--- src/rtl/pulse_window_counter.sv ---
// Counts rising edges of a registered pulse flag over programmable windows of
// clock cycles. Each window's saturating count goes out on a valid/ready register.
module pulse_window_counter #(
  parameter int WIN_W = 16,
  parameter int CNT_W = 8
) (
  input  logic             clk,
  input  logic             rst_n,
  input  logic             pulse_in,
  input  logic             enable,
  input  logic [WIN_W-1:0] win_len,
  output logic [CNT_W-1:0] cnt_out,
  output logic             cnt_ovf,
  output logic             cnt_valid,
  input  logic             cnt_ready,
  output logic             drop
);

  typedef enum logic {IDLE, RUN} state_e;

  state_e             state_q;
  logic               p1_q, p2_q;
  logic [WIN_W-1:0]   len_q, timer_q;
  logic [CNT_W-1:0]   acc_q;
  logic               ovf_acc_q;
  logic [CNT_W-1:0]   cnt_out_q;
  logic               cnt_ovf_q, cnt_valid_q, drop_q;

  logic               pulse_event;
  logic               acc_full;
  logic [CNT_W-1:0]   acc_d;
  logic               ovf_d;
  logic [WIN_W-1:0]   len_d;
  logic               win_end;
  logic               out_free;

  always_comb begin
    pulse_event = p1_q & ~p2_q;
    acc_full    = &acc_q;
    acc_d       = (pulse_event && !acc_full) ? acc_q + 1'b1 : acc_q;
    ovf_d       = ovf_acc_q | (pulse_event & acc_full);
    // A zero window length would never end; treat it as a 1-cycle window.
    len_d       = (win_len == '0) ? {{(WIN_W-1){1'b0}}, 1'b1} : win_len;
    win_end     = (state_q == RUN) && (timer_q == len_q - 1'b1);
    out_free    = !cnt_valid_q || cnt_ready;
  end

  always_ff @(posedge clk or negedge rst_n) begin
    if (!rst_n) begin
      state_q     <= IDLE;
      p1_q        <= 1'b0;
      p2_q        <= 1'b0;
      len_q       <= {{(WIN_W-1){1'b0}}, 1'b1};
      timer_q     <= '0;
      acc_q       <= '0;
      ovf_acc_q   <= 1'b0;
      cnt_out_q   <= '0;
      cnt_ovf_q   <= 1'b0;
      cnt_valid_q <= 1'b0;
      drop_q      <= 1'b0;
    end else begin
      p1_q   <= pulse_in;
      p2_q   <= p1_q;
      drop_q <= 1'b0;
      // NOTE: non-blocking updates make the last assignment win, so a load
      // below overrides this accept-clear on a simultaneous accept and load.
      if (cnt_valid_q && cnt_ready) cnt_valid_q <= 1'b0;

      case (state_q)
        IDLE: begin
          timer_q   <= '0;
          acc_q     <= '0;
          ovf_acc_q <= 1'b0;
          if (enable) begin
            state_q <= RUN;
            len_q   <= len_d;
          end
        end
        RUN: begin
          if (win_end) begin
            timer_q   <= '0;
            acc_q     <= '0;
            ovf_acc_q <= 1'b0;
            if (enable) len_q   <= len_d;
            else        state_q <= IDLE;
            if (out_free) begin
              cnt_out_q   <= acc_d;
              cnt_ovf_q   <= ovf_d;
              cnt_valid_q <= 1'b1;
            end else begin
              drop_q <= 1'b1;
            end
          end else begin
            timer_q   <= timer_q + 1'b1;
            acc_q     <= acc_d;
            ovf_acc_q <= ovf_d;
          end
        end
        default: state_q <= IDLE;
      endcase
    end
  end

  assign cnt_out   = cnt_out_q;
  assign cnt_ovf   = cnt_ovf_q;
  assign cnt_valid = cnt_valid_q;
  assign drop      = drop_q;

endmodule

--- config.mk ---
export PLATFORM = sky130hd
export DESIGN_NAME = pulse_window_counter
export DESIGN_NICKNAME = d
export VERILOG_FILES = /design/src/rtl/pulse_window_counter.sv
export SDC_FILE = /design/constraint.sdc
export NUM_CORES = 1
export LEC_CHECK = 0
export ABC_AREA = 0
export BUFFER_PORTS_ARGS = -buffer_cell sky130_fd_sc_hd__buf_2
export CORE_ASPECT_RATIO = 0.75
export CORE_MARGIN = 10
export CORE_UTILIZATION = 61
export CTS_BUF_LIST = sky130_fd_sc_hd__clkbuf_8
export DETAILED_ROUTE_END_ITERATION = 16
export HOLD_SLACK_MARGIN = 0.15
export PLACE_DENSITY = 0.94
export SLEW_MARGIN = 10
export SYNTH_ARGS = -nofsm -noshare
export SYNTH_HDL_FRONTEND = slang
export SYNTH_SLANG_ARGS = --single-unit
--- constraint.sdc ---
create_clock -name clk -period 4 [get_ports clk]
set_input_delay 0.8 -clock clk [delete_from_list [all_inputs] [get_ports clk]]
set_output_delay 0.8 -clock clk [all_outputs]
set_load 0.03 [all_outputs]
== Yosys cells after proc, flatten, opt, wreduce, memory -nomap -nowiden ==
Cells that the tools add are included.

* Register bits: 55
* Input port bits: 21
* Output and inout port bits: 11
* Logic and storage cells: 51

* Add/sub/neg operators: 3
* Equality and inequality tests: 2
* Multiplexer cells: 21
* Bitwise operators: 5
* Reduce and logical (&&, ||, !) cells: 9

{| class="wikitable"
|+ Operator list
! operator !! count
|-
| two-way mux 16 bit || 4
|-
| case mux 16 bit (2 select lines) || 2
|-
| adder 16 x 1 -> 16 bit (second input constant) || 1
|-
| == test 16 bit || 1
|-
| zero test 16 bit || 1
|-
| two-way mux 8 bit || 2
|-
| case mux 8 bit (2 select lines) || 1
|-
| subtractor 16 x 1 -> 16 bit (second input constant) || 1
|-
| two-way mux 1 bit || 10
|-
| adder 8 x 1 -> 8 bit (second input constant) || 1
|-
| AND reduction 8 bit || 1
|-
| case mux 1 bit (2 select lines) || 2
|-
| logical AND 1 bit || 3
|-
| AND reduction 3 bit || 1
|-
| AND 1 bit || 2
|-
| zero test 1 bit || 2
|-
| inequality test 2 x 1 -> 1 bit (second input constant) || 1
|-
| inverter 1 bit || 2
|-
| logical OR 1 bit || 1
|-
| bitwise OR 1 bit || 1
|}

== Longest topological paths before layout ==
Gate-level depths: netlist (run 1).

* Depth after elaboration: 6
* Depth in mapped cells: 12
* Gate-level depth less buffers: 10

== Worst setup path before layout (run 1) ==
Ideal clock, no wire load.

* Path kind: register -> register
* Start point: register len_q[1]
* End point: register len_q[14]
* Setup time: 125 ps
* Arrival: 2625 ps
* Data required time: 3875 ps
* Slack: 1250 ps
* Cell stages (with the launch flop): 13
* Buffers on the path: 2
* Clock period less this slack: 2750 ps
* Cell sequence: dfrtp_1 inv_1 ha_1 or4b_1 buf_2 o31ai_1 a32oi_1 nand2_1 nand4b_1 o21ai_4 nand2_4 buf_6 mux2_4

* Word-level cells in the longest chain between the ends: 4

{| class="wikitable"
|+ Ends and longest elaborated chain
! what !! RTL line !! RTL
|-
| start: declaration || 23 || <nowiki>logic [WIN_W-1:0] len_q, timer_q;</nowiki>
|-
| start signal: assignment || 53 || <nowiki>len_q <= {{(WIN_W-1){1'b0}}, 1'b1};</nowiki>
|-
| start signal: assignment || 76 || <nowiki>len_q <= len_d;</nowiki>
|-
| start signal: assignment || 84 || <nowiki>if (enable) len_q <= len_d;</nowiki>
|-
| subtractor 16 x 1 -> 16 bit || 44 || <nowiki>win_end = (state_q == RUN) && (timer_q == len_q - 1'b1);</nowiki>
|-
| == test 16 bit || 44 ||
|-
| logical AND 1 bit || 44 ||
|-
| inequality test 2 x 1 -> 1 bit (no source line) || -- ||
|}

Every way passes these cells.
A chain may end at the register's enable or synchronous reset.

== Worst setup path in the final report (run 1) ==
* Start point: register len_q[0]
* End point: register len_q[11]

Same word-level chain as after synthesis.

==> results of run 1 <==
## registers in the layout, summed over array words and instances, names as in the netlist
name	flops
len_q	16
timer_q	16
acc_q	8
cnt_out	8
cnt_ovf	1
cnt_valid	1
drop	1
ovf_acc_q	1
p1_q	1
p2_q	1
state_q	1
## placed cells by master (no fill, tap or decap), types with 3 or more instances in the layout
cell type	n
dfrtp_1	54
nor2_1	38
buf_2	31
xnor2_1	21
xor2_1	17
inv_1	16
nand3_1	15
nand2_1	11
mux2i_1	11
nor3_1	9
mux2_4	9
and3_1	6
nor4_1	6
nand4_1	5
clkbuf_8	5
a21oi_1	4
nand3b_1	3
nand2b_1	3
mux2_2	3
mux2_1	3
ha_1	3
buf_4	3
## cell families after synthesis
| family | count (synthesis) | share of synthesized area, % |
|---|---|---|
| xor gates and xnor gates | 38 | 11.3 |
| and+or+nand+nor | 113 | 20.5 |
| DFF | 55 | 46.9 |
| buffers and inverters | 25 | 3.62 |
| adders and majority gates | 3 | 1.28 |
| AOI/OAI and AO/OA | 22 | 5.75 |
| muxes | 26 | 10.6 |
## area by class of cell
| cell class | instances | area (µm²) | area share [%] |
|---|---|---|---|
| Clock inverter | 3 | 46.3 | 1.42 |
| Clock buffer | 5 | 68.8 | 2.11 |
| Tap cell | 57 | 71.3 | 2.19 |
| Multi-Input combinational cell | 202 | 1460 | 44.8 |
| Inverter | 16 | 60.1 | 1.84 |
| Timing Repair Buffer | 34 | 178 | 5.44 |
| Sequential cell | 55 | 1380 | 42.2 |
## worst register-to-register path, stage by stage (launching register included)
cell	delay [ps]
dfstp_2	400
inv_1	80
ha_1	280
or4b_1	620
o311a_1	380
o21ai_1	200
nand2_1	90
nand4b_1	190
o21ai_4	90
nand2_4	250
mux2_2	380
## power breakdown
group	internal, W	leakage, nW	switching [W]
clock	0.000189	0.0548	0.000189
sequential	0.000655	0.686	0.000137
combinational	0.000192	0.753	0.000211
## stage by stage
step / utilization, % / hold WS (ps)
after global placement: 69.3 / 404
after global routing: 71.8 / 471
after detailed placement: 69.3 / 414
after CTS: 71.8 / 440
final: 71.8 / 444
after floorplan: - / 386
## how the worst max path moves through the flow
stage                              start                    end  slack (ps)  cells past startpoint
floorplan           len_q[1]$_DFFE_PN0P_  len_q[14]$_DFFE_PN0P_        1250                     12
global placement    len_q[1]$_DFFE_PN0P_  len_q[13]$_DFFE_PN0P_        1110                     10
detailed placement  len_q[0]$_DFFE_PN1P_  len_q[11]$_DFFE_PN0P_        1000                     10
CTS                 len_q[0]$_DFFE_PN1P_  len_q[11]$_DFFE_PN0P_         990                     10
global route        len_q[0]$_DFFE_PN1P_   len_q[9]$_DFFE_PN0P_         780                     10
finish              len_q[0]$_DFFE_PN1P_  len_q[11]$_DFFE_PN0P_         950                     10
## per-layer routing
metal,part of all wire [%],track usage (%),routed length [µm],vias to the layer above
met1,44,20.2,2720,1071
met5,0,0,0,-
met4,1.5,5.35,91,0
met2,50,26.3,3090,52
met3,4.5,3.42,281,9
li1,-,-,-,1049
==> impl_results.md, run 1 <==
- Largest cells by area after synthesis: dfrtp_1, xnor2_1, xor2_1, nor2_1, mux2_4
- Vias in the first global route: 2167
- R2R depth: 10
- Area after DPL: 3150 µm²
- CP max stage delay: 620 ps
- DR pass1 iterations: 4
- Hold Vio Cnt, Final: 0
- Die height: 80.1 µm
- Leading area contributor after synthesis: dfrtp_1
- CTS Buf Count: 5
- H-tree level count: 2
- EDFF count, synth: 0
- Worst path cell trace: inv_1, ha_1, or4b_1, o311a_1, o21ai_1, nand2_1, nand4b_1, o21ai_4, nand2_4, mux2_2
- Dpl cells: 364
- Mapped Cells: 282
- Port buffer count: 31
- Layout cells sized above 1: 19.4%
- Largest net degree at the start of global routing: 48
- Yosys top cell area share: 46.0%
- Root Driver: clkbuf_8
- Critical Path AT: 3260 ps
- DRT antenna net count: 0
- Status: finished, final reports clean
- Finished Layout Cells: 372
- Final Wtd Congestion: 0.875
- Setup TNS: 0 ps
- Worst VDD drop: 0.273 mV
- Post-CTS sizing: 0
- Hold endpoint: p2_q$_DFF_PN0_
- Max FO, Critical Path: 16
- Number of diodes: 0
- Sequential fraction of the synthesis area: 46.9%
- Final Total Pwr: 0.00157 W
- Final period util: 76.3%
- Setup slack, reg-to-reg: 950 ps
- Clk_skew: 12.1 ps
- Routed WL per cell: 16.6 µm
- Final HPWL DP: 4750 µm
- Worst Hold Class: flip-flop to flip-flop
- Netlist cell types: 52
- Final setup margin: 948 ps
- Critical R2R Capture: len_q[11]$_DFFE_PN0P_
- Area growth from synthesis to layout: 11.0%
- Vias/cell: 5.86
- Initial antenna violation count: 0
- Clock Pin Slew Worst Setup and Hold Paths: 100 ps
- Die Wd: 100 µm
- # Post-CTS Setup Buffers: 0
- Max Slew Vio Count: 0
- Routed vias: 2181
- Hold depth: 0
- First-pass GRT wire length: 10400 µm
- Leak: 1.49 nW
- Syn Std Cell Area: 2940 µm²
- Core Box Area: 4550 µm²
- Fill cell count: 340
- Post-Route WL: 6190 µm
- I/O pin cnt: 32
- Ys Warns: 0
- Syn Area/Cell: 10.4 µm²
- DP Worst Slack: 1000 ps
- # setup viols final: 0
- Worst-Skew Late Latency: 320 ps
- Crit. End Element: flip-flop
- Ys flop type: dfrtp_1
- Startpoint Class: flip-flop
- Max Freq: 328 MHz
- #FFs+latches synth: 55
- Slowest CP cell: or4b_1
- CP Class: flip-flop to flip-flop
- Longest Clk Path Bufs: 2
- Reg2reg start: len_q[0]$_DFFE_PN1P_
- Initial DRC count: 155
- Asr flop ratio synth: 100%
- DRC viols: 0
- Crit path buffers/inverters: 1
- Worst min-delay path startpoint: p1_q$_DFF_PN0_
- Layout Nets: 338
- Clock sink total: 55
- CTS tree: yes
- Required time worst endpoint: 4210 ps
- Most common cell in the synthesized netlist: dfrtp_1
- Tmin final: 3050 ps
- Syn Nets: 306
- # hold bufs at CTS: 0
- GR Util All Layers: 15.9%
- Least-Margin Pin Slew: 1000 ps
- Max-cap violations: 0
- PD cells: 482 nW/µm²
- Num rows: 21
- Design Area, Final: 3260 µm²
- Die area: 8020 µm²
- Gr ovfl total: 0
- Family with the most delay on the worst path: simple AND/OR/NAND/NOR gates
- Post-synth top cells: dfrtp_1, nor2_1, xnor2_1
- RSZ-0062 raised after global routing: false
- Initial Util: 64.7%
- Slew margin rel.: 33.0%
Note: power is estimated with default switching activity, not from simulation.
==> run 2, diff against run 1 <==
--- a/config.mk
+++ b/config.mk
@@ -9,11 +9,11 @@
 export BUFFER_PORTS_ARGS = -buffer_cell sky130_fd_sc_hd__buf_2
 export CORE_ASPECT_RATIO = 0.75
 export CORE_MARGIN = 10
-export CORE_UTILIZATION = 61
+export CORE_UTILIZATION = 55
 export CTS_BUF_LIST = sky130_fd_sc_hd__clkbuf_8
 export DETAILED_ROUTE_END_ITERATION = 16
 export HOLD_SLACK_MARGIN = 0.15
-export PLACE_DENSITY = 0.94
+export PLACE_DENSITY = 0.9
 export SLEW_MARGIN = 10
 export SYNTH_ARGS = -nofsm -noshare
 export SYNTH_HDL_FRONTEND = slang
==> constraint.sdc (replaced) <==
create_clock -name clk -period 2.45 [get_ports clk]
set_input_delay 0.49 -clock clk [delete_from_list [all_inputs] [get_ports clk]]
set_output_delay 0.49 -clock clk [all_outputs]
set_load 0.03 [all_outputs]
==> run 2 against run 1 <==
- the flow now finishes with violations (setup timing)
- largest power group unchanged
- non-clock buffer count up 43
- highest routed layer unchanged
- die area increased by 8.4%
- critical endpoint is now len_q[10]$_DFFE_PN0P_
- via count up 28%
==> impl_results.md, run 2 (synthesis gave the netlist of run 1 again) <==
- Status: complete, but fails checks
- Failing checks: setup timing
- Vias in the first global route: 2689 (+24%)
- Slew margin rel.: 52.8% (+20 points)
- Final period util: 124% (+48 points)
- Routed WL per cell: 24.7 µm (+48%)
- CP Class: flip-flop to flip-flop
- Max Slew Vio Count: 0 (unchanged)
- Root Driver: clkbuf_8
- Max Freq: 329 MHz (+0.37%)
- DRT antenna net count: 0 (unchanged)
- Largest net degree at the start of global routing: 56 (+17%)
- Area after DPL: 3390 µm² (+7.7%)
- Crit. End Element: flip-flop
- CTS Buf Count: 5 (unchanged)
- Comb power frac: 40.5% (+15 points)
- Hold Vio Cnt, Final: 0 (unchanged)
- Gr ovfl total: 0 (unchanged)
- Max-cap violations: 0 (unchanged)
- Most common cell after layout, fill and taps aside: dfrtp_1
- PD cells: 761 nW/µm² (+58%)
- Layout Nets: 382 (+13%)
- Clock sink total: 55 (unchanged)
- DRC viols: 0 (unchanged)
- Worst Hold Class: primary input to async pin
- Num rows: 22 (+4.8%)
- Largest registers: len_q: 16 flops, timer_q: 16 flops
- Layout cells sized above 1: 41.8% (+22 points)
- Design Area, Final: 4010 µm² (+23%)
- Startpoint Class: flip-flop
- Least-Margin Pin Slew: 708 ps (-296 ps)
- Fill cell count: 240 (-29%)
- Clock Power Share: 18.1% (-5.9 points)
- Final Wtd Congestion: 0.866 (-0.98%)
- Tmin final: 3040 ps (-11.3 ps)
- First-pass GRT wire length: 14000 µm (+34%)
- Die Wd: 104 µm (+4.3%)
- Finished Layout Cells: 431 (+16%)
- H-tree level count: 2 (unchanged)
- CTS tree: yes
- P_sw: 0.00124 W (+130%)
- Switching share of total power: 40.6% (+6.5 points)
- Core Box Area: 5040 µm² (+11%)
- Dpl cells: 403 (+11%)
- Longest Clk Path Bufs: 2 (unchanged)
- GR Util All Layers: 19.7% (+3.8 points)
- Max FO, Critical Path: 8 (-8)
- Initial antenna violation count: 0 (unchanged)
- Family with the most delay on the worst path: simple AND/OR/NAND/NOR gates
- Vias/cell: 6.47 (+10%)
- Number of diodes: 0 (unchanged)
- Routed vias: 2789 (+28%)
- Slowest CP cell: dfrtp_1
- Final Hold Slack: 259 ps (-184 ps)
- Die area: 8700 µm² (+8.4%)
- Post-Route WL: 10600 µm (+72%)
- Final setup margin: -590 ps (-1540 ps)
- Final HPWL DP: 5180 µm (+9.2%)
- Worst path cell trace: buf_6, nor4_4, nand4_1, nor4_1, o22a_1, nand4b_1, o21ai_4, buf_4, nand2_8, mux2_1
- Initial DRC count: 371 (+140%)
- Area growth from synthesis to layout: 36.3%
- Critical Path AT: 3270 ps (about the same)
- DR pass1 iterations: 5 (+1)
- Port buffer count: 31 (unchanged)
- # setup viols final: 53 (+53)
- Required time worst endpoint: 2680 ps (-1530 ps)
- I/O pin cnt: 32 (unchanged)
- Crit path buffers/inverters: 2 (+1)
- # hold bufs at CTS: 0 (unchanged)
- Leak: 1.76 nW (+18%)
- Power Internal: 0.00181 W (+75%)
- Setup slack, reg-to-reg: -590 ps (-1540 ps)
- Clk_skew: 24.7 ps (+12.5 ps)
- Worst-Skew Late Latency: 350 ps (+30 ps)
- Clock Pin Slew Worst Setup and Hold Paths: 120 ps (+20 ps)
- Worst VDD drop: 0.664 mV (+140%)
- Setup TNS: -26420 ps (-26420 ps)
- Initial Util: 58.3% (-6.3 points)
- Die height: 83.3 µm (+4.0%)
- Most frequent cells in the layout: dfrtp_1, buf_4, buf_2, xnor2_1, xor2_1
- RSZ-0062 raised after global routing: true
- CP max stage delay: 430 ps (-190 ps)
- Sequential Power Share: 41.4% (-9.0 points)
## run 2: what timing repair did
action / CTS / global route
buffers inserted: 4 / 11
gates resized for setup: 55 / 21
pin swaps: 14 / 4
gates cloned: 3 / 2
hold endpoints to repair: 0 / 0
setup endpoints to repair: 51 / 53
## run 2: final cells by class
| type | count | area, µm² | share of cell area [%] |
|---|---|---|---|
| tap | 72 | 90.1 | 2.25 |
| inverter | 16 | 60.1 | 1.50 |
| clock buffer | 5 | 68.8 | 1.72 |
| sequential | 55 | 1380 | 34.4 |
| timing repair buffer | 77 | 617 | 15.4 |
| multi-input combinational | 203 | 1770 | 44.3 |
| clock inverter | 3 | 18.8 | 0.469 |
## run 2: final timing paths
kind	start	endpoint	depth (start not counted)
worst max-delay path	len_q[5]$_DFFE_PN0P_	len_q[10]$_DFFE_PN0P_	10
max in group asynchronous	rst_n	len_q[15]$_DFFE_PN0P_	2
worst min-delay path	rst_n	timer_q[7]$_DFF_PN0_	2
worst max register to register	len_q[5]$_DFFE_PN0P_	len_q[10]$_DFFE_PN0P_	10
min in group clk	pulse_in	p1_q$_DFF_PN0_	1
worst min register to register	p1_q$_DFF_PN0_	p2_q$_DFF_PN0_	0
## run 2: metrics by stage
step | util, % | power (W) | worst slack [ps]
floorplan | - | 0.00179 | -257
global placement | 67.3 | 0.00202 | -282
detailed placement | 67.3 | 0.00209 | -445
CTS | 75.3 | 0.00279 | -271
global route | 79.5 | 0.00316 | -724
finish | 79.5 | 0.00305 | -590
## run 2: power by group through the flow
stage	clock network (W)	logic (W)	registers [W]
finish	0.000553	0.00123	0.00126
global route	0.000585	0.00130	0.00127
CTS	0.000523	0.00103	0.00123
detailed placement	0	0.000847	0.00124
global placement	0	0.000791	0.00123
floorplan	0	0.000525	0.00126
## run 2: metal layers
metal | vias to the layer above | wire (µm) | track usage (%)
met3 | 80 | 1040 | 6.94
met1 | 1358 | 3950 | 22.7
met4 | 0 | 668 | 10.1
met2 | 219 | 4970 | 31.5
met5 | - | 0 | 0
li1 | 1132 | - | -
